File: src/rtl/csr_file_if.sv
`default_nettype none
// ============================================================================
// Module   : csr_file_if
// Brief    : Writeback-stage bundle between the decoder and the CSR file.
//            It carries the strobes, the address, data and PC, and the IRQ
//            lines. It also carries the read data and the fetch redirect.
// Revision : 1.0 - initial release
// ============================================================================
interface csr_file_if;
    logic        valid;
    logic        csr_reg_wr;
    logic        csr_reg_rd;
    logic        is_mret;
    logic [11:0] csr_addr;
    logic [31:0] wdata;
    logic [31:0] pc;
    logic        timer_irq;
    logic        ext_irq;
    logic [31:0] rdata;
    logic        epc_taken;
    logic [31:0] epc;

    // Decoder / pipeline side
    modport master (
        output valid, csr_reg_wr, csr_reg_rd, is_mret, csr_addr, wdata, pc,
        output timer_irq, ext_irq,
        input  rdata, epc_taken, epc
    );

    // CSR file side
    modport slave (
        input  valid, csr_reg_wr, csr_reg_rd, is_mret, csr_addr, wdata, pc,
        input  timer_irq, ext_irq,
        output rdata, epc_taken, epc
    );
endinterface
`default_nettype wire

File: src/rtl/csr_file.sv
`default_nettype none
// ============================================================================
// Module   : csr_file
// Brief    : Machine-mode CSR file. It handles timer and external interrupt
//            traps and the MRET return. Its outputs are a combinational read
//            port and a combinational fetch redirect.
// Revision : 1.0 - initial release
// ============================================================================
module csr_file #(
    parameter logic [31:0] MTVEC_RST = 32'h0000_0000
) (
    input  wire logic   clk,
    input  wire logic   rst_n,
    csr_file_if.slave   bus
);
    localparam logic [11:0] c_ADDR_MSTATUS = 12'h300;
    localparam logic [11:0] c_ADDR_MIE     = 12'h304;
    localparam logic [11:0] c_ADDR_MTVEC   = 12'h305;
    localparam logic [11:0] c_ADDR_MEPC    = 12'h341;
    localparam logic [11:0] c_ADDR_MCAUSE  = 12'h342;
    localparam logic [11:0] c_ADDR_MIP     = 12'h344;
    localparam logic [11:0] c_ADDR_MCYCLE  = 12'hB00;
    localparam logic [31:0] c_CAUSE_EXT    = 32'h8000_000B;
    localparam logic [31:0] c_CAUSE_TIMER  = 32'h8000_0007;

    logic        r_mstatus_mie;
    logic        r_mstatus_mpie;
    logic        r_mie_mtie;
    logic        r_mie_meie;
    logic [31:0] r_mtvec;
    logic [31:0] r_mepc;
    logic [31:0] r_mcause;
    logic        r_mip_mtip;
    logic        r_mip_meip;
    logic [31:0] r_mcycle;

    logic        w_irq;
    logic        w_trap;
    logic        w_mret;
    logic        w_wr;
    logic [31:0] w_cause;
    logic [31:0] w_base;
    logic [31:0] w_vec_off;
    logic [31:0] w_rdata;
    logic [31:0] w_epc;

    // Interrupt enables come from registered state only, so an enable write
    // takes effect from the next cycle onward.
    assign w_irq     = bus.valid & r_mstatus_mie &
                       ((r_mip_meip & r_mie_meie) | (r_mip_mtip & r_mie_mtie));
    assign w_mret    = bus.is_mret & bus.valid;
    assign w_trap    = w_irq & ~bus.is_mret;
    assign w_wr      = bus.csr_reg_wr & bus.valid & ~w_trap;
    assign w_cause   = (r_mip_meip & r_mie_meie) ? c_CAUSE_EXT : c_CAUSE_TIMER;
    assign w_base    = {r_mtvec[31:2], 2'b00};
    assign w_vec_off = {26'd0, w_cause[3:0], 2'b00};

    // Read mux. A bubble or a missing read strobe gives 0.
    always_comb begin
        w_rdata = 32'd0;
        if (bus.csr_reg_rd && bus.valid) begin
            case (bus.csr_addr)
                c_ADDR_MSTATUS: w_rdata = {24'd0, r_mstatus_mpie, 3'd0, r_mstatus_mie, 3'd0};
                c_ADDR_MIE:     w_rdata = {20'd0, r_mie_meie, 3'd0, r_mie_mtie, 7'd0};
                c_ADDR_MTVEC:   w_rdata = r_mtvec;
                c_ADDR_MEPC:    w_rdata = r_mepc;
                c_ADDR_MCAUSE:  w_rdata = r_mcause;
                c_ADDR_MIP:     w_rdata = {20'd0, r_mip_meip, 3'd0, r_mip_mtip, 7'd0};
                c_ADDR_MCYCLE:  w_rdata = r_mcycle;
                default:        w_rdata = 32'd0;
            endcase
        end
    end

    // Redirect target. MRET wins over a trap, and vectored mode adds 4*cause.
    always_comb begin
        w_epc = 32'd0;
        if (w_mret) begin
            w_epc = r_mepc;
        end else if (w_trap) begin
            w_epc = (r_mtvec[1:0] == 2'b01) ? (w_base + w_vec_off) : w_base;
        end
    end

    assign bus.rdata     = w_rdata;
    assign bus.epc       = w_epc;
    assign bus.epc_taken = w_trap | w_mret;

    // The cycle counter and the interrupt pins update even during bubbles.
    always_ff @(posedge clk or negedge rst_n) begin
        if (!rst_n) begin
            r_mcycle   <= 32'd0;
            r_mip_mtip <= 1'b0;
            r_mip_meip <= 1'b0;
        end else begin
            r_mip_mtip <= bus.timer_irq;
            r_mip_meip <= bus.ext_irq;
            if (w_wr && (bus.csr_addr == c_ADDR_MCYCLE)) begin
                r_mcycle <= bus.wdata;
            end else begin
                r_mcycle <= r_mcycle + 32'd1;
            end
        end
    end

    // Architectural CSR state. Trap and MRET updates are placed after the
    // write decode. A trap already suppresses the write. For MRET, its
    // mstatus update wins over a CSR write in the same cycle.
    always_ff @(posedge clk or negedge rst_n) begin
        if (!rst_n) begin
            r_mstatus_mie  <= 1'b0;
            r_mstatus_mpie <= 1'b0;
            r_mie_mtie     <= 1'b0;
            r_mie_meie     <= 1'b0;
            r_mtvec        <= MTVEC_RST;
            r_mepc         <= 32'd0;
            r_mcause       <= 32'd0;
        end else begin
            if (w_wr) begin
                case (bus.csr_addr)
                    c_ADDR_MSTATUS: begin
                        r_mstatus_mie  <= bus.wdata[3];
                        r_mstatus_mpie <= bus.wdata[7];
                    end
                    c_ADDR_MIE: begin
                        r_mie_mtie <= bus.wdata[7];
                        r_mie_meie <= bus.wdata[11];
                    end
                    c_ADDR_MTVEC:  r_mtvec  <= bus.wdata;
                    c_ADDR_MEPC:   r_mepc   <= {bus.wdata[31:2], 2'b00};
                    c_ADDR_MCAUSE: r_mcause <= bus.wdata;
                    default: ;
                endcase
            end
            if (w_trap) begin
                r_mepc         <= bus.pc;
                r_mcause       <= w_cause;
                r_mstatus_mpie <= r_mstatus_mie;
                r_mstatus_mie  <= 1'b0;
            end else if (w_mret) begin
                r_mstatus_mie  <= r_mstatus_mpie;
                r_mstatus_mpie <= 1'b1;
            end
        end
    end
endmodule
`default_nettype wire

File: src/flat_wrapper.sv
// flat-port wrapper written by rule: the top's interface ports become plain ports
module csr_file_flat 
#(
    parameter logic [31:0] MTVEC_RST = 32'h0000_0000
)
  (clk, rst_n, bus_valid, bus_csr_reg_wr, bus_csr_reg_rd, bus_is_mret, bus_csr_addr, bus_wdata, bus_pc, bus_timer_irq, bus_ext_irq, bus_rdata, bus_epc_taken, bus_epc);
  csr_file_if bus_i ();
  input  wire logic clk;
  input  wire logic rst_n;
  input wire logic [$bits(bus_i.valid)-1:0] bus_valid;
  input wire logic [$bits(bus_i.csr_reg_wr)-1:0] bus_csr_reg_wr;
  input wire logic [$bits(bus_i.csr_reg_rd)-1:0] bus_csr_reg_rd;
  input wire logic [$bits(bus_i.is_mret)-1:0] bus_is_mret;
  input wire logic [$bits(bus_i.csr_addr)-1:0] bus_csr_addr;
  input wire logic [$bits(bus_i.wdata)-1:0] bus_wdata;
  input wire logic [$bits(bus_i.pc)-1:0] bus_pc;
  input wire logic [$bits(bus_i.timer_irq)-1:0] bus_timer_irq;
  input wire logic [$bits(bus_i.ext_irq)-1:0] bus_ext_irq;
  output wire logic [$bits(bus_i.rdata)-1:0] bus_rdata;
  output wire logic [$bits(bus_i.epc_taken)-1:0] bus_epc_taken;
  output wire logic [$bits(bus_i.epc)-1:0] bus_epc;
  assign bus_i.valid = bus_valid;
  assign bus_i.csr_reg_wr = bus_csr_reg_wr;
  assign bus_i.csr_reg_rd = bus_csr_reg_rd;
  assign bus_i.is_mret = bus_is_mret;
  assign bus_i.csr_addr = bus_csr_addr;
  assign bus_i.wdata = bus_wdata;
  assign bus_i.pc = bus_pc;
  assign bus_i.timer_irq = bus_timer_irq;
  assign bus_i.ext_irq = bus_ext_irq;
  assign bus_rdata = bus_i.rdata;
  assign bus_epc_taken = bus_i.epc_taken;
  assign bus_epc = bus_i.epc;
  csr_file #(.MTVEC_RST(MTVEC_RST)) u_core (.clk(clk), .rst_n(rst_n), .bus(bus_i));
endmodule
File: config.mk
export PLATFORM = sky130hd
export DESIGN_NAME = csr_file_flat
export DESIGN_NICKNAME = d
export VERILOG_FILES = /design/src/rtl/csr_file_if.sv /design/src/rtl/csr_file.sv /design/src/flat_wrapper.sv
export SDC_FILE = /design/constraint.sdc
export NUM_CORES = 1
export LEC_CHECK = 0
export ABC_AREA = 1
export BUFFER_PORTS_ARGS = -buffer_cell sky130_fd_sc_hd__buf_2
export CORE_MARGIN = 10
export CORE_UTILIZATION = 45
export DETAILED_ROUTE_END_ITERATION = 8
export PLACE_DENSITY = 0.66
export SYNTH_ARGS = -nofsm -noshare
export SYNTH_HDL_FRONTEND = slang
export SYNTH_SLANG_ARGS = --single-unit
File: constraint.sdc
create_clock -name clk -period 2.47 [get_ports clk]
set_input_delay 0.3705 -clock clk [delete_from_list [all_inputs] [get_ports clk]]
set_output_delay 0.3705 -clock clk [all_outputs]
set_load 0.02 [all_outputs]
Word level (Yosys, flattened, before mapping). Index checks and enable logic that the tools add are counted.

Register bits: 134. Latch bits: 0. Memory bits (writable): 0. Bits in read-only memories: 0. Input bits: 84. Word-level logic and storage cells: 65. Memories: 0.

Add/sub/neg operators: 2. Multiply operators: 0. Div/mod/pow operators: 0. Magnitude comparators: 0. Equality and inequality tests: 8. Shift-type cells: 0. Mux-type cells: 21. Bitwise gates (word level): 12. Reductions and logical operators: 12.

Operators with widths (number): $mux W32 (11); $pmux W32 S7 (1); $eq A12 B10 Y1 const B (6); $add A32 B1 Y32 const B (1); $add A32 B6 Y32 (1); $eq A12 B12 Y1 const B (1); $reduce_and A2 Y1 (5); $and A1 B1 Y1 (8); $mux W1 (8); $reduce_bool A2 Y1 (3); $reduce_bool A3 Y1 (2); $mux W4 (1); $eq A2 B1 Y1 const B (1); $logic_and A1 B1 Y1 (2); $not A1 Y1 (2); $or A1 B1 Y1 (2).

Longest topological paths before layout. Gate-level depths: netlist of the first run.

Depth in word-level cells: 9. Depth in mapped cells: 14. Depth with buffers taken out: 14.

Least setup slack after synthesis of the first run. OpenSTA, ideal clock, no wires.

Kind: register -> output. From: register u_core.r_mie_meie. To: output bus_epc[11]. Arrival: 2.059 ns. Path slack: 0.040 ns. Cell stages (with the launch flop): 12. Path through: dfrtp_1 -> nand2_1 -> inv_1 -> ha_1 -> nand2_1 -> inv_1 -> nand3_1 -> nand3_1 -> nand3_1 -> o21ai_0 -> nand2_1 -> o21ai_0.

Longest elaborated chain between the ends: 6. Elaborated cells on any way between the ends: 9. Those cells by class: 1 x add/sub; 4 x mux; 4 x bitwise.

RTL lines: start, declared (line csr_file.sv:29) `logic r_mie_meie;`; start signal, assigned (line csr_file.sv:127) `r_mie_meie <= bus.wdata[11];`; $and A1 B1 Y1 (*) (line csr_file.sv:50, csr_file.sv:54); $mux W4 / $or A1 B1 Y1 (equally long branches) (line csr_file.sv:54, csr_file.sv:50); $add A32 B6 Y32 / $and A1 B1 Y1 (equally long branches) (line csr_file.sv:81, csr_file.sv:49); $mux W32 / $and A1 B1 Y1 (equally long branches) (line csr_file.sv:81, csr_file.sv:52); $mux W32 (*) (line csr_file.sv:80) `end else if (w_trap) begin`; $mux W32 (*) (line csr_file.sv:78) `if (w_mret) begin`; end, declared (line flat_wrapper.sv:21) `output wire logic [$bits(bus_i.epc)-1:0] bus_epc;`.

Mark *: on every way between the ends. The rest lies on a longest branch, timed or not.

Final worst setup path of the first run.
From: register u_core.r_mip_meip. To: output bus_epc[18].

Longest elaborated chain between the ends: 6. Elaborated cells on any way between the ends: 9. Those cells by class: 1 x add/sub; 4 x mux; 4 x bitwise.

RTL lines: start, declared (line csr_file.sv:34) `logic r_mip_meip;`; start signal, assigned (line csr_file.sv:97) `r_mip_meip <= bus.ext_irq;`; $and A1 B1 Y1 (*) (line csr_file.sv:50, csr_file.sv:54); $mux W4 / $or A1 B1 Y1 (equally long branches) (line csr_file.sv:54, csr_file.sv:50); $add A32 B6 Y32 / $and A1 B1 Y1 (equally long branches) (line csr_file.sv:81, csr_file.sv:49); $mux W32 / $and A1 B1 Y1 (equally long branches) (line csr_file.sv:81, csr_file.sv:52); $mux W32 (*) (line csr_file.sv:80); $mux W32 (*) (line csr_file.sv:78).

Marked as above.

==> results.toml, run 1 <==
[outcome]
outcome = "finished, violations left"
violations = "negative setup slack"

[grt]
grt_antenna_before_repair = 0
grt_pass1_wl_um = 52400
grt_pass1_vias = 9427
grt_remaining_overflow = 0
grt_max_degree = 54
grtUsageTotal = 0.256

[place]
finalWeightedCongestion = 0.997
place_ws_ns = -0.256
dp_hpwl_um = 24900
place.port_buffers = 148
place_inst = 1690

[drt]
avgRoutedWirePerCell_um = 19.3
first_pass_iters = 6
viasPerCell = 5.45
ant_nets = 0
drc_errors = 0
vias = 9411
wl_um = 33300
first_iter_violations = 874

[clock_network]
h-tree-depth = 4
cts_tree = "done"
path_clk_slew_ns = 0.06
worst_skew_pair.late_latency_ns = 0.43
cts_buffers = 17
clock-sinks = 134
clockRootBuffer = "clkbuf_16"
clk_path_buf_depth = 2

[timing]
tightest_slew_ns = 0.476
fin_ws_ns = -0.465
finalCritPeriodShare = 1.19
rsz0062_at_grt = "true"
max_freq_ghz = 0.341
period_minus_slack_ns = 2.94
clock_skew_ns = 0.00939
setup_violations = 27
drv_slew = 0
hold_violations = 0
maxSlewHeadroom = 0.682
holdWs_ns = 0.0465

[final_layout]
n_fill_cell = 1851
fin_cells = 1728
layout_commonest_cell = "nand2_1"
final_cell_mix = "nand2_1 (284), inv_1 (169), nor2_1 (134), dfrtp_1 (134), buf_2 (126)"
area_delta_synth_final_pct = 29.6
nNetsFinal = 1539
diodes = 0
drive_gt1_frac = 0.269

[die]
dieArea_um2 = 25500
dieHeight_um = 160
coreArea_um2 = 19300
io_pins = 149
fp-row-count = 51
die_w_um = 160
initial_core_util = 0.454

[synth]
synth-seq-cells = 134
synth_cell_types = 43
syn_nets = 1345
synthCells = 1257
synth_top_area_share = 0.382
ys_warn_count = 0
seq_area_frac_synth = 0.382
yosys.area.top_type = "dfrtp_1"
synth_area_leaders = "dfrtp_1 (38%), nand2_1 (13%), o21ai_0 (7.5%), inv_1 (7.4%), nor2_1 (6.2%)"
netlist_area_um2 = 8790
avgSynthCellArea_um2 = 6.99

[worst_setup_path]
r2r-end = "u_core.r_mcycle[18]"
worstPathRequired_ns = 2.10
crit_arrival_ns = 2.56
slowest_stage = "dfrtp_1"
crit_chain = "nand2_2 -> inv_2 -> ha_4 -> nand2_1 -> o21ai_2 -> nand2_2 -> inv_2 -> nand2_4 -> buf_4 -> nor2_1 -> nand2_1 -> nand3_1 -> o21ai_0 -> buf_4"
path_max_fanout = 5
r2r_slack_ns = 0.25
r2r-start = "u_core.r_mip_meip"
critPathCaptureType = "primary output"
cpPeakStageDelay_ns = 0.40
reg2reg_depth = 10
path_class = "reg -> out"
start_kind = "flop"

[job]
cap_violations = 0

[worst_hold_path]
holdPathStages = 1
worstHoldStart = "bus_timer_irq"
worstHoldPathType = "in -> reg"
hold_end = "u_core.r_mip_mtip"

[pwr]
ir_drop_mv = 0.446
p_per_area_nw_per_um2 = 486
power_leakage_nw = 5.47
cells by family after synthesis:
logic type / after synthesis / synth area share
DFF: 134 / 0.382
adders and majority gates: 4 / 0.00570
AOI/OAI and AO/OA: 220 / 0.151
xor gates and xnor gates: 23 / 0.0229
and+or+nand+nor: 643 / 0.328
buffers and inverters: 233 / 0.111
repair_timing:
action | 4_1_cts | 5_1_grt
setup buffers | 3 | 3
resized for setup | 111 | 40
hold buffers | 1 | 0
hold endpoints to repair | 43 | 0
pin swaps | 20 | 16
setup endpoints to repair | 28 | 31
worst max-delay path by stage:
| stage | start | to | slack, ns |
|---|---|---|---|
| after floorplan | u_core.r_mie_meie | bus_epc[11] | 0.04 |
| after global placement | u_core.r_mie_meie | bus_epc[18] | -0.21 |
| after detailed placement | u_core.r_mip_meip | bus_epc[18] | -0.26 |
| after CTS | u_core.r_mip_meip | bus_epc[7] | -0.39 |
| after global routing | u_core.r_mip_meip | bus_epc[18] | -0.57 |
| final | u_core.r_mip_meip | bus_epc[18] | -0.47 |
metrics by stage:
stage | area [um2] | total power [mW] | setup TNS, ns | utilization
5_1_grt | 11400 | 5.70 | -12.04 | 0.589
2_1_floorplan | 8790 | 2.56 | 0 | -
6_report | 11400 | 5.54 | -9.38 | 0.589
4_1_cts | 11200 | 5.54 | -7.45 | 0.580
3_3_place_gp | 10200 | 2.80 | -1.83 | 0.529
3_5_place_dp | 10200 | 2.80 | -2.52 | 0.529
cell type report:
type                       instances  area (um2)  share of cell area
clock inverter                    13         180              0.0158
inverter                         179         678              0.0596
sequential                       134        3350               0.295
multi-input combinational        890        4820               0.423
clock buffer                      18         439              0.0386
tap                              265         332              0.0291
timing repair buffer             229        1580               0.139
report_power, final:
part	switching, mW	internal [mW]
clock network	1.03	1.71
logic	0.281	0.172
registers	0.0849	2.26
sequential cells by signal, summed over array words and instances, names as in the netlist:
signal	count
u_core.r_mcause	32
u_core.r_mepc	32
u_core.r_mstatus_mpie	1
u_core.r_mtvec	32
u_core.r_mcycle	32
u_core.r_mie_mtie	1
u_core.r_mip_meip	1
u_core.r_mip_mtip	1
u_core.r_mstatus_mie	1
u_core.r_mie_meie	1
cell usage after synthesis (all sizes together):
library cell and instances:
and2 1, nor3 46, or2 1, a21oi 9, nand3b 3, o21ai 138, nand2 306, clkinv 1
o32ai 2, nor2b 1, buf 29, clkbuf 25, nor2 175, ha 4, a31oi 2, o21bai 1
a21o 1, xor2 13, nand3 63, o211ai 32, o22ai 34, nor3b 2, inv 178, a22oi 1
xnor2 10, nand4 44, dfrtp 134, and3 1
critical path, delay by kind of cell (launching register included):
family	cells	cell delay, ns
adders and majority gates	1	0.29
DFF	1	0.40
and+or+nand+nor	7	0.69
buffers and inverters	4	0.51
AOI/OAI and AO/OA	2	0.28
routing by layer:
| layer | up-vias | track usage | routed length [um] |
|---|---|---|---|
| li1 | 4478 | - | - |
| met4 | 0 | 0.0649 | 553 |
| met1 | 4503 | 0.347 | 15000 |
| met2 | 388 | 0.409 | 15400 |
| met5 | - | 0 | 0 |
| met3 | 42 | 0.0509 | 2400 |
Note: power is estimated with default switching activity, not from simulation.
==> run 2: changes to the inputs <==
--- a/config.mk
+++ b/config.mk
@@ -12,3 +12,3 @@
 export DETAILED_ROUTE_END_ITERATION = 8
-export PLACE_DENSITY = 0.66
+export PLACE_DENSITY = 0.64
 export SYNTH_ARGS = -nofsm -noshare
==> constraint.sdc (replaced) <==
create_clock -name clk -period 2.47 [get_ports clk]
set_input_delay 0.494 -clock clk [delete_from_list [all_inputs] [get_ports clk]]
set_output_delay 0.494 -clock clk [all_outputs]
set_load 0.02 [all_outputs]
==> results.toml, run 2 (synthesis results as in run 1) <==
[outcome]
violations = "negative setup slack"
outcome = "finished, violations left"

[pwr]
ir_drop_mv = 0.366
pwr-share-clk = 0.501
switching_share = 0.265
p_per_area_nw_per_um2 = 454
power_mw = 5.66
power_leakage_nw = 5.82
pwr-share-comb = 0.084
pwr-share-seq = 0.415
p_int_mw = 4.16
switchingPower_mw = 1.50

[grt]
grt_antenna_before_repair = 0
grt_max_degree = 47
grt_pass1_vias = 9238
grtUsageTotal = 0.250
grt_remaining_overflow = 0
grt_pass1_wl_um = 51300

[die]
initial_core_util = 0.454
fp-row-count = 51
coreArea_um2 = 19300
die_w_um = 160
dieHeight_um = 160
io_pins = 149
dieArea_um2 = 25500

[drt]
ant_nets = 0
viasPerCell = 5.50
vias = 9672
drc_errors = 0
avgRoutedWirePerCell_um = 19.9
wl_um = 34900
first_iter_violations = 1091
first_pass_iters = 5

[timing]
tightest_slew_ns = 0.508
hold_violations = 0
setup_violations = 56
finalCritPeriodShare = 1.20
clock_skew_ns = 0.00724
max_freq_ghz = 0.338
maxSlewHeadroom = 0.659
rsz0062_at_grt = "true"
fin_ws_ns = -0.486
period_minus_slack_ns = 2.96
drv_slew = 0

[clock_network]
cts_tree = "done"
h-tree-depth = 4
clockRootBuffer = "clkbuf_16"
cts_buffers = 17
holdBufCountCts = 0
path_clk_slew_ns = 0.06
worst_skew_pair.late_latency_ns = 0.43
clock-sinks = 134
clk_path_buf_depth = 2

[final_layout]
fin_util = 0.646
diodes = 0
area_delta_synth_final_pct = 42.1
layout_commonest_cell = "nand2_1"
drive_gt1_frac = 0.311
nNetsFinal = 1568
final_cell_mix = "nand2_1 (276), inv_1 (167), dfrtp_1 (134)"

[worst_setup_path]
path_max_fanout = 4
crit_arrival_ns = 2.46
start_kind = "flop"
path_class = "reg -> out"
critPathCaptureType = "primary output"
worstPathRequired_ns = 1.98

[place]
dp_hpwl_um = 24600
finalWeightedCongestion = 0.943
place.port_buffers = 148

[worst_hold_path]
worstHoldPathType = "in -> async"

[job]
cap_violations = 0
-- run 2: final timing paths --
path	from	endpoint	slack (ns)	depth (start not counted)
setup reg to reg	u_core.r_mip_meip	u_core.r_mcycle[12]	0.31	12
min in group clk	bus_timer_irq	u_core.r_mip_mtip	0.17	1
max in group asynchronous	rst_n	u_core.r_mcycle[3]	1.85	2
hold / removal	rst_n	u_core.r_mepc[9]	0.02	1
hold reg to reg	u_core.r_mtvec[0]	u_core.r_mtvec[0]	0.50	2
setup / recovery	u_core.r_mip_meip	bus_epc[22]	-0.49	14
-- run 2: final cells by class --
type	instances	area, um2
fill	1733	6850
multi-input combinational	890	5170
sequential	134	3350
timing repair buffer	258	2280
inverter	179	702
clock buffer	17	425
tap	265	332
clock inverter	15	216
-- run 2: per-layer routing --
| layer | vias up | part of all wire | global-route usage |
|---|---|---|---|
| met1 | 4649 | 0.43 | 0.339 |
| met4 | 0 | 0.023 | 0.0594 |
| met2 | 417 | 0.47 | 0.404 |
| met5 | - | 0 | 0 |
| met3 | 58 | 0.076 | 0.0468 |
| li1 | 4548 | - | - |
-- run 2: stage by stage --
step                      hold slack [ns]  setup slack [ns]  cells  cell area, um2  setup TNS (ns)
after floorplan                     0.198            0.0664   1257            8790               0
after global placement              0.467            -0.420   1703           10400           -3.79
after detailed placement            0.474            -0.380   1703           10400           -4.10
after CTS                          0.0253            -0.455   1737           11200           -9.83
after global routing               0.0426            -0.623   1758           12500          -16.83
final                              0.0170            -0.486   1758           12500          -11.62
-- run 2: critical path, cell delays in order, from the launching register on --
cell and delay (ns):
dfrtp_1 0.39, nand2_2 0.13, inv_2 0.07, ha_4 0.26, a21oi_1 0.23, o21ai_2 0.12
nand2_2 0.12, inv_2 0.06, nand2_4 0.13, buf_6 0.12, nor2_4 0.03, nand2_1 0.05
nand3_1 0.07, o21ai_1 0.07, buf_2 0.18
-- run 2: power by group through the flow --
stage                     Sequential, mW  Clock [mW]  Combinational [mW]
final                               2.35        2.84               0.477
after global routing                2.35        2.95               0.527
after CTS                           2.34        2.85               0.440
after detailed placement            2.38           0               0.426
after global placement              2.38           0               0.423
after floorplan                     2.35           0               0.209
-- run 2: timing repair --
action | 4_1_cts | 5_1_grt
cloned | 1 | 6
buffers inserted | 1 | 15
resized for setup | 69 | 264
setup endpoints to repair | 29 | 62
pin swaps | 10 | 58
